### src/rtl/phase2speed_sched_pkg.sv
// Shared types and constants for the phase2speed round-robin scheduler.
package p2s_sched_pkg;

   // Scheduler sequence: grant, start pulse, latency wait, result hold.
   typedef enum logic [1:0] {
      IDLE  = 2'd0,
      ISSUE = 2'd1,
      WAIT  = 2'd2,
      DONE  = 2'd3
   } state_t;

   localparam int NCH_DEF     = 4;
   localparam int PHASE_W_DEF = 19;
   localparam int SPEED_W_DEF = 16;
   localparam int N_W_DEF     = 8;
   localparam int LAT_DEF     = 20;

   // Index width that never collapses to zero bits (NCH = 1 still needs a wire).
   function automatic int clog2_min1(input int v);
      return (v > 1) ? $clog2(v) : 1;
   endfunction

   localparam int CH_W = clog2_min1(NCH_DEF);

endpackage

### src/rtl/phase2speed_sched_rr_arbiter.sv
// Combinational round-robin arbiter: first requester at or above ptr, with wrap.
module rr_arbiter
   import p2s_sched_pkg::*;
#(
   parameter int NCH = 4,
   parameter int CW  = clog2_min1(NCH)
)(
   input  logic [NCH-1:0] req,
   input  logic [CW-1:0]  ptr,
   output logic [NCH-1:0] grant,
   output logic [CW-1:0]  idx,
   output logic           any
);

   // Walk the channels starting at ptr; the first hit wins and masks later ones.
   always_comb begin
      logic [CW-1:0] cand_s;
      logic          hit_s;
      grant  = '0;
      idx    = '0;
      any    = 1'b0;
      cand_s = '0;
      hit_s  = 1'b0;
      for (int i = 0; i < NCH; i++) begin
         cand_s        = CW'((int'(ptr) + i) % NCH);
         hit_s         = req[cand_s] & ~any;
         grant[cand_s] = grant[cand_s] | hit_s;
         idx           = hit_s ? cand_s : idx;
         any           = any | hit_s;
      end
   end

endmodule

### src/rtl/phase2speed_sched.sv
// Round-robin scheduler sharing one phase2speed converter among NCH channels.
// Each job: grant in IDLE, one-cycle start pulse, fixed LAT wait, result held
// until accepted. Optional per-channel result counters: define P2S_CHCNT_EN.
module phase2speed_sched
   import p2s_sched_pkg::*;
#(
   parameter int NCH     = 4,
   parameter int PHASE_W = 19,
   parameter int SPEED_W = 16,
   parameter int N_W     = 8,
   parameter int LAT     = 20,
   localparam int CHW    = clog2_min1(NCH),
   localparam int CNT_W  = clog2_min1(LAT)
)(
   input  logic                   clk,
   input  logic                   reset,
   input  logic                   cfg_en,
   input  logic [N_W-1:0]         cfg_n,
   input  logic [NCH-1:0]         req_valid,
   input  logic [NCH*PHASE_W-1:0] req_phase,
   output logic [NCH-1:0]         req_ready,
   output logic                   p2s_data_rdy,
   output logic [PHASE_W-1:0]     p2s_in_phasediff,
   output logic [N_W-1:0]         p2s_n,
   input  logic [SPEED_W-1:0]     p2s_out_speed,
   output logic                   res_valid,
   input  logic                   res_ready,
   output logic [CHW-1:0]         res_ch,
   output logic [SPEED_W-1:0]     res_speed,
   output logic                   busy
`ifdef P2S_CHCNT_EN
   ,output logic [NCH*16-1:0]     ch_cnt
`else
`endif
);

   state_t               state_r;
   state_t               next_s;
   logic [CHW-1:0]       rr_ptr_r;
   logic [CHW-1:0]       ch_r;
   logic [CNT_W-1:0]     cnt_r;
   logic [NCH-1:0]       grant_s;
   logic [CHW-1:0]       grant_idx_s;
   logic                 grant_any_s;
   logic                 start_s;
   logic                 last_s;
   logic                 hs_s;
   logic [PHASE_W-1:0]   phase_sel_s;

   rr_arbiter #(.NCH(NCH), .CW(CHW)) u_arb (
      .req   (req_valid),
      .ptr   (rr_ptr_r),
      .grant (grant_s),
      .idx   (grant_idx_s),
      .any   (grant_any_s)
   );

   assign start_s = (state_r == IDLE) & cfg_en & grant_any_s;
   assign last_s  = (state_r == WAIT) & (cnt_r == '0);
   assign hs_s    = res_valid & res_ready;

   // Grant is visible only in the IDLE cycle that wins, and never during reset.
   always_comb begin
      req_ready = '0;
      if (start_s && !reset) begin
         req_ready = grant_s;
      end else begin
         req_ready = '0;
      end
   end

   // One-hot mux of the granted channel's phase word.
   always_comb begin
      phase_sel_s = '0;
      for (int i = 0; i < NCH; i++) begin
         phase_sel_s = phase_sel_s | ({PHASE_W{grant_s[i]}} & req_phase[i*PHASE_W +: PHASE_W]);
      end
   end

   // Next-state decode for the job sequence.
   always_comb begin
      next_s = state_r;
      case (state_r)
         IDLE: begin
            if (start_s) next_s = ISSUE;
            else         next_s = IDLE;
         end
         ISSUE: next_s = WAIT;
         WAIT: begin
            if (last_s) next_s = DONE;
            else        next_s = WAIT;
         end
         DONE: begin
            if (hs_s) next_s = IDLE;
            else      next_s = DONE;
         end
         default: next_s = IDLE;
      endcase
   end

   // State register.
   always_ff @(posedge clk or posedge reset) begin
      if (reset) state_r <= IDLE;
      else       state_r <= next_s;
   end

   // Grant capture: start pulse, held converter inputs, channel and pointer.
   always_ff @(posedge clk or posedge reset) begin
      if (reset) begin
         p2s_data_rdy     <= 1'b0;
         p2s_in_phasediff <= '0;
         p2s_n            <= '0;
         ch_r             <= '0;
         rr_ptr_r         <= '0;
      end else begin
         p2s_data_rdy <= start_s;
         if (start_s) begin
            p2s_in_phasediff <= phase_sel_s;
            p2s_n            <= cfg_n;
            ch_r             <= grant_idx_s;
            rr_ptr_r         <= (grant_idx_s == CHW'(NCH-1)) ? '0 : grant_idx_s + CHW'(1);
         end
      end
   end

   // Conversion latency counter: loaded in ISSUE, counts down through WAIT.
   always_ff @(posedge clk or posedge reset) begin
      if (reset)                                  cnt_r <= '0;
      else if (state_r == ISSUE)                  cnt_r <= CNT_W'(LAT-1);
      else if (state_r == WAIT && cnt_r != '0)    cnt_r <= cnt_r - CNT_W'(1);
      else                                        cnt_r <= cnt_r;
   end

   // Result register: captured on the last wait cycle, held until accepted.
   always_ff @(posedge clk or posedge reset) begin
      if (reset) begin
         res_valid <= 1'b0;
         res_ch    <= '0;
         res_speed <= '0;
      end else if (last_s) begin
         res_valid <= 1'b1;
         res_ch    <= ch_r;
         res_speed <= p2s_out_speed;
      end else if (hs_s) begin
         res_valid <= 1'b0;
      end
   end

   // Busy tracks every non-IDLE state: set on grant, cleared on result handshake.
   always_ff @(posedge clk or posedge reset) begin
      if (reset)                          busy <= 1'b0;
      else if (start_s)                   busy <= 1'b1;
      else if (state_r == DONE && hs_s)   busy <= 1'b0;
   end

`ifdef P2S_CHCNT_EN
   // Per-channel delivered-result counters, wrapping at 16 bits.
   always_ff @(posedge clk or posedge reset) begin
      if (reset) begin
         ch_cnt <= '0;
      end else begin
         for (int i = 0; i < NCH; i++) begin
            if (hs_s && (res_ch == CHW'(i))) ch_cnt[i*16 +: 16] <= ch_cnt[i*16 +: 16] + 16'd1;
         end
      end
   end
`else
`endif

endmodule

### config.mk
export PLATFORM = sky130hd
export DESIGN_NAME = phase2speed_sched
export DESIGN_NICKNAME = d
export VERILOG_FILES = /design/src/rtl/phase2speed_sched_pkg.sv /design/src/rtl/phase2speed_sched_rr_arbiter.sv /design/src/rtl/phase2speed_sched.sv
export SDC_FILE = /design/constraint.sdc
export NUM_CORES = 1
export LEC_CHECK = 0
export BUFFER_PORTS_ARGS = -buffer_cell sky130_fd_sc_hd__buf_4
export CAP_MARGIN = 10
export CORE_ASPECT_RATIO = 0.75
export CORE_UTILIZATION = 45
export CTS_CLUSTER_SIZE = 28
export DETAILED_ROUTE_END_ITERATION = 10
export PLACE_DENSITY = 0.75
export SETUP_SLACK_MARGIN = 0.4
export SLEW_MARGIN = 15
export SYNTH_ARGS = -nofsm -noshare
export SYNTH_HDL_FRONTEND = slang
export SYNTH_HIERARCHICAL = 1
export SYNTH_SLANG_ARGS = --single-unit
### constraint.sdc
create_clock -name clk -period 4.5 [get_ports clk]
set_clock_uncertainty 0.05 [all_clocks]
set_input_delay 0.675 -clock clk [delete_from_list [all_inputs] [get_ports clk]]
set_output_delay 0.675 -clock clk [all_outputs]
set_load 0.01 [all_outputs]
==> results.json, run 1 <==
{
  "grt_max_degree": 44,
  "final_hold_viol_count": 0,
  "cts_buffer_depth": 2,
  "die_h_um": 77.2,
  "required_ns": 3.77,
  "highest_layer": "met4",
  "hpwlAfterDp_um": 6760,
  "htree_levels": 3,
  "outcome": "finished, final reports clean",
  "ctsHoldBuffers": 0,
  "drive_above_1_share": 0.543,
  "drtIter0Drc": 113,
  "startpoint_type": "register",
  "grt_pass1_vias": 3069,
  "critPathLaunch": "rr_ptr_r[0]",
  "ir_drop_uv": 556,
  "gp_congestion": 0.909,
  "die_area_mm2": 0.00790,
  "p_leak_nw": 2.38,
  "worst_slack_ns": 0.555,
  "route.met3.wl_um": 818,
  "dp_worst_setup_slack_ns": 0.480,
  "worst-endpoint-arrival_ns": 3.22,
  "start_util": 0.463,
  "synth-async-reset-ratio": 1.00,
  "antenna_found_initial": 0,
  "io_buffers": 159,
  "fin_setup_tns_ns": 0,
  "drc": 0,
  "max_freq_mhz": 253,
  "r2r_start": "rr_ptr_r[0]",
  "syn-instance-count": 307,
  "cts_tree": "built",
  "dp_cells": 551,
  "synthTopCellsByArea": "dfrtp_1, a22oi_1, mux2_4, mux2_2, a31oi_1",
  "report.final.slew_viol_count": 0,
  "rsz0062_at_grt": "no",
  "drt-met1-wl_um": 4170,
  "post-route-min-period_ns": 3.94,
  "antenna_cells": 0,
  "syn_area_mm2": 0.00340,
  "core.rowCount": 27,
  "synth_edf_count": 0,
  "r2r_slack_ns": 1.08,
  "cp_cell_sequence": "buf_6, mux4_2, mux2_4, a221oi_4, buf_4, a221oi_1, a21oi_1, o21a_2, mux2i_2, and3_1, buf_4",
  "relSlewSlack": 0.562,
  "whs_ns": 0.332,
  "synth_top_area_frac": 0.435,
  "ff2ff_path_depth": 12,
  "post-route-period-util": 0.877,
  "fill_cells": 535,
  "syn_to_final_growth_pct": 48.0,
  "tightestPinTransition_ns": 0.654,
  "overflow": 0,
  "final_nets": 586,
  "powerDensity_mw_per_mm2": 830,
  "synth-seq-cells": 59,
  "end_kind": "primary output",
  "p_total_mw": 4.17,
  "ys_seq_area_frac": 0.435,
  "critical_path_peak_fanout": 23,
  "stdcell_count": 578,
  "cp_slowest_cell": "mux4_2",
  "setup-violations-final": 0,
  "synth_top_area_cell": "dfrtp_1",
  "cts.sinks": 59,
  "slowest_delay_ns": 0.62,
  "grt_usage": 0.241,
  "grt_pass1_wl_um": 14800,
  "ant_nets": 0,
  "yosys_warnings": 6,
  "clkLatencyLatePin_ns": 0.33,
  "multi_input_area_mm2": 0.00183,
  "viasPerCell": 5.50,
  "register_area_mm2": 0.00148,
  "r2r-end": "p2s_in_phasediff[5]",
  "vias": 3179,
  "cap_violations": 0,
  "cts_root_buf": "clkbuf_8",
  "synth_flop_cell": "dfrtp_1",
  "die_w_um": 102,
  "wl_met2_um": 4510,
  "worst_path_most_repeated_cell": "buf_4",
  "wl_um": 9610,
  "core-area_mm2": 0.00733,
  "dr.pass1.iters": 4,
  "cts.clk_slew.worst_paths_ns": 0.07,
  "synth.distinct_cells": 48,
  "ios": 160,
  "synth_area_per_cell_um2": 11.1,
  "critical_path_class": "register to primary output",
  "synth_fp_nets": 421,
  "drt-wirelength-per-cell_um": 16.6,
  "cts_buffers": 9,
  "hold_path.class": "input pin to async pin"
}
==> layout by cell type, fill, tap and decap left out, types with 5 or more instances in the layout <==
master | netlist | layout
buf_4 | 2 | 178
dfrtp_1 | 59 | 58
a22oi_1 | 40 | 39
nor2_1 | 29 | 29
a31oi_1 | 23 | 23
mux2_4 | 19 | 19
mux2_2 | 17 | 17
clkbuf_8 | 0 | 10
inv_1 | 10 | 7
a21oi_1 | 7 | 7
nor2b_1 | 6 | 6
and3_1 | 5 | 5
nor3_1 | 5 | 5
mux4_2 | 5 | 5
==> how the worst max path moves through the flow <==
stage	end	slack [ns]	depth (start not counted)
detailed placement	req_ready[2]	0.48	12
global route	req_ready[1]	0.40	10
finish	req_ready[0]	0.56	11
CTS	req_ready[0]	0.42	10
global placement	req_ready[2]	0.59	12
floorplan	req_ready[3]	0.65	12
==> cells in the mapped netlist (3+ instances only) <==
library cell  number
dfrtp_1           59
a22oi_1           40
nor2_1            29
a31oi_1           23
mux2_4            19
mux2_2            17
clkbuf_1          12
inv_1             10
buf_2              8
a21oi_1            7
ha_1               6
nor2b_1            6
and3_1             5
mux4_2             5
nor3_1             5
a211oi_1           4
mux2i_1            4
nand2_1            4
o21ai_0            4
a22oi_2            3
nor4_1             3
==> routing by layer <==
layer,vias up,GRT usage
li1,1499,-
met1,1519,0.322
met2,153,0.377
met3,8,0.0711
met4,0,0.0757
met5,-,0
==> area by class of cell <==
class / count / area share
Inverter: 10 / 0.00747
Multi-Input combinational cell: 213 / 0.365
Timing Repair Buffer: 179 / 0.268
Tap cell: 101 / 0.0251
Clock buffer: 10 / 0.0274
Clock inverter: 6 / 0.0129
Sequential cell: 59 / 0.294
==> registers in the layout (all words and copies together), names as in the netlist <==
name	count
busy	1
ch_r	2
p2s_n	8
p2s_in_phasediff	19
res_speed	16
state_r	2
res_valid	1
res_ch	2
rr_ptr_r	2
cnt_r	5
p2s_data_rdy	1
==> cell families (layout without fill, tap and decap cells) <==
group,after synthesis,in the layout,synth area share
compound gates,95,95,0.202
simple gates,67,67,0.108
flops,59,59,0.435
mux,45,45,0.185
buf+inv,35,205,0.0482
fa+ha+maj,6,6,0.0221
==> stage by stage <==
stage                     instance area (µm²)  utilization
final                                    5030        0.686
after CTS                                4900        0.669
after floorplan                          3400            -
after global placement                   4670        0.637
after global routing                     5030        0.686
after detailed placement                 4670        0.637
==> critical path, delay by kind of cell, from the launching register on <==
| kind | cells | cell delay (ns) |
|---|---|---|
| mux | 3 | 1.09 |
| compound gates | 4 | 0.72 |
| buf+inv | 3 | 0.54 |
| flops | 1 | 0.38 |
| simple gates | 1 | 0.16 |
==> report_power, final <==
part	leakage, nW	internal [mW]	switching, mW
sequential	0.710	0.790	0.185
clock	0.102	0.270	0.215
combinational	1.57	1.35	1.37
total	2.38	2.41	1.77
==> repair_timing <==
action                                  CTS  global route
gates cloned                              0             0
buffers inserted                          1            10
endpoints found under the setup margin    4             4
resized for setup                         6             8
pin swaps                                 0             5
Note: power is estimated with default switching activity, not from simulation.
==> run 2, diff against run 1 <==
--- a/config.mk
+++ b/config.mk
@@ -11,6 +11,7 @@
 export CORE_UTILIZATION = 45
 export CTS_CLUSTER_SIZE = 28
 export DETAILED_ROUTE_END_ITERATION = 10
+export GPL_ROUTABILITY_DRIVEN = 0
 export PLACE_DENSITY = 0.75
 export SETUP_SLACK_MARGIN = 0.4
 export SLEW_MARGIN = 15
==> constraint.sdc (replaced) <==
create_clock -name clk -period 4.5 [get_ports clk]
set_clock_uncertainty 0.05 [all_clocks]
set_input_delay 0.45 -clock clk [delete_from_list [all_inputs] [get_ports clk]]
set_output_delay 0.45 -clock clk [all_outputs]
set_load 0.01 [all_outputs]
==> run 2 against run 1 <==
Critical path depth grew 1. Register-to-register slack lost 0.13 ns. Sequential power is essentially flat. Fmax shrank 2.2%. Count of clock-buffer cells in the layout shrank 1. Total power grew 4.8%. Worst setup slack lost 0.087 ns. Core utilization grew 0.27 points. Via count grew 1.7%. Critical path type unchanged. Critical endpoint is now req_ready[3]. Highest routed layer unchanged.
==> results.json, run 2 (synthesis results as in run 1) <==
{
  "outcome": "finished, final reports clean",
  "drtIter0Drc": 223,
  "cts.sinks": 59,
  "cp_slowest_cell": "mux4_2",
  "drive_above_1_share": 0.538,
  "regMostFlops": "p2s_in_phasediff",
  "drc": 0,
  "cp_cell_sequence": "buf_6, ha_4, mux4_2, mux2_4, a22oi_2, o32ai_1, nor4_1, o21a_4, buf_12, mux2i_4, and3_1, buf_4",
  "grt_pass1_vias": 3022,
  "die_h_um": 77.2,
  "whs_ns": 0.0971,
  "fin_setup_tns_ns": 0,
  "final_common_cell": "buf_4",
  "cts_buffer_depth": 2,
  "p_comb_frac": 0.666,
  "setup-violations-final": 0,
  "worst-endpoint-arrival_ns": 3.53,
  "dp_worst_setup_slack_ns": 0.366,
  "tightestPinTransition_ns": 0.683,
  "dr.pass1.iters": 5,
  "post-route-min-period_ns": 4.03,
  "slowest_delay_ns": 0.46,
  "max_freq_mhz": 248,
  "end_kind": "primary output",
  "worst_slack_ns": 0.468,
  "drt-wirelength-per-cell_um": 17.0,
  "hpwlAfterDp_um": 6610,
  "dp_cells": 548,
  "required_ns": 4.00,
  "hold_path.class": "input pin to async pin",
  "powerDensity_mw_per_mm2": 866,
  "p_sw_mw": 1.90,
  "vias": 3232,
  "startpoint_type": "register",
  "relSlewSlack": 0.535,
  "critical_path_class": "register to primary output",
  "place_area_mm2": 0.00465,
  "antenna_found_initial": 0,
  "p_clk_frac": 0.110,
  "cts.clk_slew.worst_paths_ns": 0.07,
  "layout_common_cells": "buf_4, dfrtp_1, a22oi_1, nor2_1, a31oi_1",
  "antenna_cells": 0,
  "rsz0062_at_grt": "no",
  "io_buffers": 159,
  "htree_levels": 3,
  "p_total_mw": 4.37,
  "cts_buffers": 9,
  "final_nets": 581,
  "clkLatencyLatePin_ns": 0.33,
  "overflow": 0,
  "largestRegisters": "p2s_in_phasediff: 19 flops, res_speed: 16 flops, p2s_n: 8 flops",
  "ios": 160,
  "critical_path_peak_fanout": 13,
  "grt_usage": 0.238,
  "largest_reg_flops": 19,
  "core-area_mm2": 0.00733,
  "core.rowCount": 27,
  "syn_to_final_growth_pct": 48.5,
  "report.final.slew_viol_count": 0,
  "die_area_mm2": 0.00790,
  "critPathBufInv": 3,
  "p_seq_frac": 0.224,
  "cts_root_buf": "clkbuf_8",
  "viasPerCell": 5.64,
  "die_w_um": 102,
  "stdcell_count": 573,
  "wl_um": 9750,
  "grt_max_degree": 41,
  "fin_util": 0.688,
  "path_delay_family": "multiplexers",
  "ant_nets": 0,
  "ir_drop_uv": 591,
  "grt_pass1_wl_um": 14400,
  "final_hold_viol_count": 0,
  "p_leak_nw": 2.36,
  "start_util": 0.463,
  "post-route-period-util": 0.896,
  "internal_power_mw": 2.47,
  "final_area_mm2": 0.00505,
  "cts_tree": "built",
  "ctsHoldBuffers": 0,
  "cap_violations": 0,
  "switching_share": 0.434
}
## run 2: repair_timing
action / in CTS / in global routing
pin swaps: 1 / 6
setup endpoints to repair: 4 / 4
gates resized for setup: 11 / 7
buffers inserted: 2 / 4
gates cloned: 1 / 2
## run 2: per-layer routing
metal	GRT usage	vias up	part of all wire	wire, µm
li1	-	1502	-	-
met2	0.370	178	0.46	4520
met4	0.0871	0	0.022	218
met1	0.307	1530	0.42	4130
met3	0.0775	22	0.090	878
met5	0	-	0	0
## run 2: layout make-up
class	count	area [µm²]
Fill cell	538	2280
Timing Repair Buffer	171	1300
Inverter	10	37.5
Multi-Input combinational cell	216	1900
Sequential cell	59	1480
Clock buffer	9	124
Tap cell	101	126
Clock inverter	7	77.6
## run 2: path summary, 6_finish.rpt
kind / slack (ns) / to / cells after the start / start
worst max-delay path: 0.47 / req_ready[3] / 12 / rr_ptr_r[0]
worst min-delay path: 0.1 / p2s_n[1] / 2 / reset
worst max register to register: 0.95 / p2s_in_phasediff[2] / 13 / rr_ptr_r[0]
worst min register to register: 0.44 / busy / 1 / busy
max in group asynchronous: 3.44 / res_speed[11] / 3 / reset
min in group clk: 0.27 / res_valid / 2 / res_ready
## run 2: power groups by stage
stage | clock network [mW] | registers (mW) | logic [mW]
2_1_floorplan | 0 | 1.05 | 1.56
3_3_place_gp | 0 | 0.974 | 2.36
3_5_place_dp | 0 | 0.984 | 2.42
4_1_cts | 0.495 | 0.972 | 2.64
5_1_grt | 0.521 | 1.01 | 3.14
6_report | 0.483 | 0.978 | 2.91
